--- config.mk ---
export PLATFORM = sky130hd
export DESIGN_NAME = rd_req_arb_rr
export DESIGN_NICKNAME = d
export VERILOG_FILES = /design/src/rtl/rd_req_arb_rr.sv
export SDC_FILE = /design/constraint.sdc
export NUM_CORES = 1
export LEC_CHECK = 0
export CORE_AREA = 2 2 57 59
export DETAILED_ROUTE_END_ITERATION = 8
export DIE_AREA = 0 0 59 61
export PLACE_DENSITY = 0.79
export SLEW_MARGIN = 20
export SYNTH_ARGS = -nofsm -noshare
export SYNTH_HDL_FRONTEND = slang
export SYNTH_SLANG_ARGS = --single-unit
--- constraint.sdc ---
create_clock -name clk -period 1.9 [get_ports clk]
set_input_delay 0.285 -clock clk [delete_from_list [all_inputs] [get_ports clk]]
set_output_delay 0.285 -clock clk [all_outputs]
set_load 0.02 [all_outputs]
--- src/rtl/rd_req_arb_rr.sv ---
// Read-request arbiter: picks one eligible interrupt group (round-robin or
// fixed priority), issues a registered rd_req with the group id, and waits
// for rd_req_ack with an optional timeout that abandons the request.
module rd_req_arb_rr #(
    parameter int unsigned N_REQ   = 4,
    parameter int unsigned ID_W    = 2,
    parameter int unsigned MODE    = 0,
    parameter int unsigned TIMEOUT = 255
) (
    input  logic             clk,
    input  logic             rst_n,
    input  logic [N_REQ-1:0] i_interrupt,
    input  logic [N_REQ-1:0] i_enable,
    input  logic             rd_req_ack,
    output logic             rd_req,
    output logic [ID_W-1:0]  rd_slave_id,
    output logic             timeout_err
);

    localparam int unsigned     CNT_W   = 16;
    localparam logic [CNT_W-1:0] CNT_MAX = '1;
    localparam logic [CNT_W-1:0] TO_LAST = CNT_W'(TIMEOUT - 1);
    localparam logic [ID_W-1:0]  LAST_ID = ID_W'(N_REQ - 1);
    localparam bit               TO_EN   = (TIMEOUT != 0);
    localparam bit               FIXED   = (MODE == 1);

    typedef enum logic [1:0] {
        IDLE     = 2'd0,
        REQUEST  = 2'd1,
        WAIT_ACK = 2'd2
    } state_t;

    state_t            state_q, state_d;
    logic [ID_W-1:0]   ptr_q, ptr_d;
    logic [ID_W-1:0]   win_q, win_d;
    logic [CNT_W-1:0]  cnt_q, cnt_d;
    logic              req_d;
    logic [ID_W-1:0]   id_d;
    logic              terr_d;

    logic [N_REQ-1:0]  eligible_c;
    logic [ID_W-1:0]   winner_c;
    logic [ID_W-1:0]   scan_idx_c;
    logic              found_c;
    logic [ID_W-1:0]   ptr_adv_c;

    // Groups that are both requesting and enabled this cycle
    assign eligible_c = i_interrupt & i_enable;

    // Winner search: upward from ptr with wrap (round-robin) or from index 0 (fixed)
    always_comb begin
        winner_c   = '0;
        scan_idx_c = '0;
        found_c    = 1'b0;
        for (int unsigned k = 0; k < N_REQ; k++) begin
            if (FIXED) begin
                scan_idx_c = ID_W'(k);
            end else begin
                scan_idx_c = ID_W'((32'(ptr_q) + k) % N_REQ);
            end
            if (!found_c && eligible_c[scan_idx_c]) begin
                found_c  = 1'b1;
                winner_c = scan_idx_c;
            end
        end
    end

    // Pointer moves to the group just after the one that was served
    assign ptr_adv_c = (win_q == LAST_ID) ? '0 : win_q + ID_W'(1);

    // Next-state and next-output logic
    always_comb begin
        state_d = state_q;
        ptr_d   = ptr_q;
        win_d   = win_q;
        cnt_d   = cnt_q;
        req_d   = rd_req;
        id_d    = rd_slave_id;
        terr_d  = 1'b0;

        case (state_q)
            IDLE: begin
                if (|eligible_c) begin
                    win_d   = winner_c;
                    state_d = REQUEST;
                end
            end

            REQUEST: begin
                req_d   = 1'b1;
                id_d    = win_q;
                cnt_d   = '0;
                state_d = WAIT_ACK;
            end

            WAIT_ACK: begin
                if (rd_req_ack) begin
                    // Ack wins over a coincident timeout
                    req_d   = 1'b0;
                    id_d    = '0;
                    ptr_d   = ptr_adv_c;
                    state_d = IDLE;
                end else if (TO_EN) begin
                    if (cnt_q == TO_LAST) begin
                        req_d   = 1'b0;
                        id_d    = '0;
                        terr_d  = 1'b1;
                        ptr_d   = ptr_adv_c;
                        state_d = IDLE;
                    end else if (cnt_q != CNT_MAX) begin
                        cnt_d = cnt_q + CNT_W'(1);
                    end
                end else begin
                    cnt_d = '0;
                end
            end

            default: begin
                req_d   = 1'b0;
                id_d    = '0;
                state_d = IDLE;
            end
        endcase
    end

    // State, arbitration context and registered outputs
    always_ff @(posedge clk) begin
        if (!rst_n) begin
            state_q     <= IDLE;
            ptr_q       <= '0;
            win_q       <= '0;
            cnt_q       <= '0;
            rd_req      <= 1'b0;
            rd_slave_id <= '0;
            timeout_err <= 1'b0;
        end else begin
            state_q     <= state_d;
            ptr_q       <= ptr_d;
            win_q       <= win_d;
            cnt_q       <= cnt_d;
            rd_req      <= req_d;
            rd_slave_id <= id_d;
            timeout_err <= terr_d;
        end
    end

endmodule

==> results of run 1 <==
==> routing by layer <==
layer  share of wire  GRT usage
met3           0.046     0.0256
met5               0          0
met4          0.0059     0.0390
met2            0.48      0.363
met1            0.46      0.263
==> cell families after synthesis <==
logic type / share of synthesized area
simple gates: 0.407
buf+inv: 0.0131
fa+ha+maj: 0.0262
xor+xnor: 0.0244
compound gates: 0.160
mux: 0.00697
flops: 0.363
==> repair_timing <==
| item | CTS | global route |
|---|---|---|
| gates resized for setup | 0 | 6 |
| setup endpoints to repair | 0 | 17 |
| setup buffers | 0 | 2 |
==> power groups by stage <==
stage / logic [uW] / clock network, uW / registers [uW]
global route: 153 / 313 / 580
floorplan: 75.2 / 0 / 590
detailed placement: 134 / 0 / 589
global placement: 128 / 0 / 587
CTS: 134 / 284 / 577
finish: 136 / 282 / 579
==> critical path, delay by kind of cell, from the launching register on <==
family,cells,cell delay [ps]
and+or+nand+nor,4,990
DFF,1,380
adders and majority gates,1,210
AOI/OAI and AO/OA,1,150
buffers and inverters,1,50
==> flip-flops by register name (all words and copies together) (netlist names) <==
| register | count |
|---|---|
| win_q | 2 |
| rd_req | 1 |
| rd_slave_id | 2 |
| ptr_q | 2 |
| state_q | 2 |
| cnt_q | 16 |
| timeout_err | 1 |
==> area by class of cell <==
| cell class | count | share of cell area |
|---|---|---|
| Timing Repair Buffer | 19 | 0.104 |
| Tap cell | 33 | 0.0242 |
| Sequential cell | 26 | 0.307 |
| Clock buffer | 4 | 0.0213 |
| Inverter | 2 | 0.00440 |
| Multi-Input combinational cell | 141 | 0.539 |
==> placed cells by master (no fill, tap or decap), drive strengths merged, types with 5 or more instances in the layout <==
master and instances:
nand3 9, a21oi 9, nand2 25, nor2 14
nand4 10, o21ai 13, dfxtp 26, and4 5
clkdlybuf4s50 14, or3 6, buf 5
==> through the flow <==
step | instances | power, uW | setup TNS [ps] | setup WS (ps) | hold WS (ps)
after floorplan | 172 | 665 | 0 | 212 | 463
after global placement | 219 | 715 | 0 | 4.29 | 455
after detailed placement | 219 | 722 | -49.8 | -49.8 | 476
after CTS | 223 | 996 | 0 | 30.7 | 492
after global routing | 225 | 1050 | 0 | 2.83 | 508
final | 225 | 997 | 0 | 75.9 | 487
==> path summary, 6_finish.rpt <==
path	depth (start not counted)	to	from	slack, ps
max	7	cnt_q[13]$_SDFFE_PN0P_	cnt_q[0]$_SDFFE_PN0P_	80
min	2	rd_slave_id[0]$_SDFFE_PN0P_	rd_slave_id[0]$_SDFFE_PN0P_	490
max reg2reg	7	cnt_q[13]$_SDFFE_PN0P_	cnt_q[0]$_SDFFE_PN0P_	80
min reg2reg	2	rd_slave_id[0]$_SDFFE_PN0P_	rd_slave_id[0]$_SDFFE_PN0P_	490
==> impl_metrics.toml, run 1 <==
[synthesis]
synth_top_area_share = 0.363
yosysWarnings = 0
ys_seq_elements = 26
synth_nets = 186
synth_cell_type_count = 44
synth.most_common_cell = "dfxtp_1"
syn-instance-count = 172
synthArstFlopShare = 0
yosysSeqAreaShare = 0.363
yosys.area.top_type = "dfxtp_1"
synth_edf_count = 0
synth_common_cells = "dfxtp_1, nand2_1, nor2_1, o21ai_0, a21oi_1"
avgSynthCellArea_um2 = 8.34
ys.flop_type = "dfxtp_1"
netlist_area_um2 = 1440
synth_area_leaders = "dfxtp_1, nand2_1, o21ai_0"

[grt]
grt_overflow = 0
grt_pass1_vias = 1278
grt_pass1_wl_mm = 5.67
grt_max_degree = 15
grt_antenna_before_repair = 0
grt_usage = 0.203

[clocking]
cts_htree_levels = 1
cts_buffer_depth = 2
cts_buffers = 3
cts_hold_buf = 0
cts-root-buf = "clkbuf_4"
clk_pin_slew_worst_paths_ps = 140
tritoncts = "built"
numClockSinks = 26
clk-insertion-delay-late_ps = 320

[worst_setup_path]
critPathCaptureType = "flop"
max_stage_delay_ps = 380
critPathArrivalTime_ps = 2080
worst-setup-path-type = "reg -> reg"
cp-start-kind = "flop"
cp.required_ps = 2160
slowest_stage = "dfxtp_2"
crit_chain = "inv_1 > ha_1 > nor4b_2 > nand4_1 > nand4_2 > or3_1 > a21oi_2"
crit_fanout = 5

[drt]
vias = 1361
antenna_left = 0
route.detailed.drc = 0
avgViaCountPerCell = 6.05
drtIter0Drc = 73
dr.pass1.iters = 4
routed_wl_mm = 3.24
wire_per_inst_um = 14.4

[die]
die_area_um2 = 3600
initial_core_util = 0.486
fp.dieW_um = 59
ios = 15
rows = 20
core-area_um2 = 2950
die_height_um = 61

[power]
switching_share = 0.255
leakage_uw = 0.000586
p_comb_frac = 0.136
power_density_nw_per_um2 = 584
sequentialPowerShare = 0.581
p_int_uw = 742
ir_drop_uv = 225
switchingPower_uw = 255
clockPowerShare = 0.283

[placed_design]
io_buffers = 14
place_congestion = 0.818
dpl_cell_area_um2 = 1630
hpwlAfterDp_mm = 2.52

[cells_and_area]
antenna_cells = 0
fin_nets = 207
regArea_um2 = 523
layout-drive-gt1-share = 0.120
nFillCells = 277
finalCoreUtilization = 0.578
finalInstanceArea_um2 = 1710
area_growth_pct = 18.8
multi_input_area_um2 = 920

[sta]
setup_viol_count_final = 0
tightest_slew_ps = 578
fmax_mhz = 548
rsz0062_at_grt = "no"
fin_worst_skew_ps = 2.84
slew_viol_final = 0
fin_crit_sh = 0.960
fin_crit_ps = 1820
hold_violations = 0
relSlewSlack = 0.612

[flow_run]
drv_cap = 0

[min_path]
hp-class = "reg -> reg"

[outcome]
status = "complete, no violations"
No activity file was read; power rests on OpenSTA's default activity.
==> inputs of run 2 (changes only) <==
==> config.mk (replaced) <==
export PLATFORM = sky130hd
export DESIGN_NAME = rd_req_arb_rr
export DESIGN_NICKNAME = d
export VERILOG_FILES = /design/src/rtl/rd_req_arb_rr.sv
export SDC_FILE = /design/constraint.sdc
export NUM_CORES = 1
export LEC_CHECK = 0
export CORE_AREA = 2 2 55 57
export CTS_CLUSTER_DIAMETER = 150
export DETAILED_ROUTE_END_ITERATION = 8
export DIE_AREA = 0 0 57 59
export PLACE_DENSITY = 0.83
export SLEW_MARGIN = 15
export SYNTH_ARGS = -nofsm -noshare
export SYNTH_HDL_FRONTEND = slang
export SYNTH_SLANG_ARGS = --single-unit
==> run 2 against run 1 <==
First-iteration DRC count is 6.8% lower. Non-clock buffer count down 1. Combinational power barely moved. Global-route usage fell by 0.94 points. Hold slack gained 6.6 ps. Worst setup slack worse by 3.3 ps. Clock-buffer cell count is 1 lower. Sequential share of layout area decreased by 0.12 points. Critical path type unchanged. Critical endpoint is now cnt_q[5]$_SDFFE_PN0P_.
==> impl_metrics.toml, run 2 (synthesis gave the netlist of run 1 again) <==
[drt]
routed_wl_mm = 3.22
antenna_left = 0
vias = 1367
dr.pass1.iters = 4
avgViaCountPerCell = 6.13
route.detailed.drc = 0
drtIter0Drc = 68
wire_per_inst_um = 14.4

[worst_setup_path]
r2r_start = "cnt_q[0]$_SDFFE_PN0P_"
cp.required_ps = 2140
worst_r2r_endpoint = "cnt_q[5]$_SDFFE_PN0P_"
critPathCaptureType = "flop"
crit_chain = "inv_1 > ha_1 > nor4b_1 > and4_4 > nor4_1 > xnor2_1 > nor2_1"
slowest_stage = "nor4_1"
r2r_slack_ps = 70
max_stage_delay_ps = 470
r2r_cells = 7
cp-start-kind = "flop"
critPathArrivalTime_ps = 2060
worst-setup-path-type = "reg -> reg"
crit_fanout = 7
critPathTopFamily = "simple AND/OR/NAND/NOR gates"
path_buf_inv = 1

[flow_run]
drv_cap = 0

[sta]
fmax_mhz = 547
rsz0062_at_grt = "yes"
hold_violations = 0
tightest_slew_ps = 490
setup_ws_ps = 72.6
fin_crit_ps = 1830
setup_viol_count_final = 0
slew_viol_final = 0
fin_worst_skew_ps = 5.07
relSlewSlack = 0.670
fin_crit_sh = 0.962

[clocking]
cts_hold_buf = 0
cts_buffers = 3
clk-insertion-delay-late_ps = 330
cts_htree_levels = 1
cts-root-buf = "clkbuf_4"
cts_resized = 0
clk_pin_slew_worst_paths_ps = 150
numClockSinks = 26
tritoncts = "built"
post_cts_buffers = 0
cts_buffer_depth = 2

[cells_and_area]
final_common_cell = "dfxtp_1"
finalInstanceArea_um2 = 1700
finalCoreUtilization = 0.629
fin_nets = 207
area_growth_pct = 18.7
antenna_cells = 0
largest_reg_flops = 16
regArea_um2 = 520
nFillCells = 224
multi_input_area_um2 = 915
final_cell_mix = "dfxtp_1, nand2_1, nor2_1, clkdlybuf4s50_1, o21ai_0"
final_cells = 223
layout-drive-gt1-share = 0.0938
regMostFlops = "cnt_q"

[placed_design]
place_congestion = 0.819
pre_cts_slack_ps = 7.64
dpl_cell_area_um2 = 1630
io_buffers = 14
dp.cells = 218
hpwlAfterDp_mm = 2.40

[grt]
grt_pass1_wl_mm = 5.18
grt_usage = 0.193
grt_overflow = 0
grt_max_degree = 16
grt_pass1_vias = 1235
grt_antenna_before_repair = 0

[min_path]
worstHoldPathCells = 2
hold-path-endpoint = "rd_slave_id[1]$_SDFFE_PN0P_"
hp-class = "reg -> reg"
hp-start = "rd_slave_id[1]$_SDFFE_PN0P_"

[power]
p_int_uw = 838
leakage_uw = 0.000587
p_comb_frac = 0.121
sequentialPowerShare = 0.528
clockPowerShare = 0.351
switchingPower_uw = 257
power_density_nw_per_um2 = 642
ir_drop_uv = 511
switching_share = 0.234
p_total_uw = 1090

[die]
die_height_um = 59
fp.dieW_um = 57
rows = 19
core-area_um2 = 2710
ios = 15
initial_core_util = 0.530
die_area_um2 = 3360

[outcome]
status = "complete, no violations"
## run 2: changes by cell type in the layout (fill, tap and decap cells not counted)
| cell | delta |
|---|---|
| a21oi_1 | +1 |
| a21oi_2 | -1 |
| buf_4 | -1 |
| bufinv_16 | +1 |
| clkbuf_8 | -1 |
| dfxtp_1 | +2 |
| dfxtp_2 | -2 |
| nand3_1 | +1 |
| nand3_2 | -1 |
| nor3_2 | +1 |
| nor4b_1 | +1 |
| nor4b_2 | -1 |
## run 2: area by class of cell
class / instances / share of cell area
Clock inverter: 1 / 0.0176
Multi-Input combinational cell: 142 / 0.537
Clock buffer: 3 / 0.0132
Sequential cell: 26 / 0.305
Inverter: 2 / 0.00441
Tap cell: 31 / 0.0228
Timing Repair Buffer: 18 / 0.0999
## run 2: per-layer routing
metal,track usage,part of all wire,up-vias
met5,0,0,-
met4,0.0631,0.014,0
met3,0.0262,0.039,7
met2,0.330,0.47,34
met1,0.254,0.48,635
li1,-,-,691
## run 2: worst max path at each step
| stage | endpoint | from | slack, ps | depth (start not counted) |
|---|---|---|---|---|
| 6_report | cnt_q[5]$_SDFFE_PN0P_ | cnt_q[0]$_SDFFE_PN0P_ | 70 | 7 |
| 5_1_grt | cnt_q[14]$_SDFFE_PN0P_ | cnt_q[0]$_SDFFE_PN0P_ | -10 | 7 |
| 4_1_cts | cnt_q[3]$_SDFFE_PN0P_ | cnt_q[0]$_SDFFE_PN0P_ | 50 | 7 |
| 3_5_place_dp | win_q[1]$_SDFFE_PN0P_ | i_interrupt[1] | 8 | 6 |
| 3_3_place_gp | win_q[1]$_SDFFE_PN0P_ | i_interrupt[1] | 110 | 6 |
| 2_1_floorplan | cnt_q[3]$_SDFFE_PN0P_ | cnt_q[0]$_SDFFE_PN0P_ | 210 | 7 |
## run 2: stage by stage
| step | TNS (ps) | hold slack, ps |
|---|---|---|
| final | 0 | 493 |
| after global routing | -22.2 | 501 |
| after CTS | 0 | 491 |
| after detailed placement | 0 | 472 |
| after global placement | 0 | 451 |
| after floorplan | 0 | 463 |
## run 2: power groups by stage
stage                     registers (uW)  clock network (uW)  logic [uW]
after floorplan                      590                   0        75.2
after global placement               588                   0         126
after detailed placement             589                   0         131
after CTS                            577                 381         131
after global routing                 579                 403         147
final                                578                 384         133
## run 2: tightest hold or removal path, stage by stage (launching register included)
cell and delay (ps):
dfxtp_1 340, nand2_1 60, o22ai_1 60
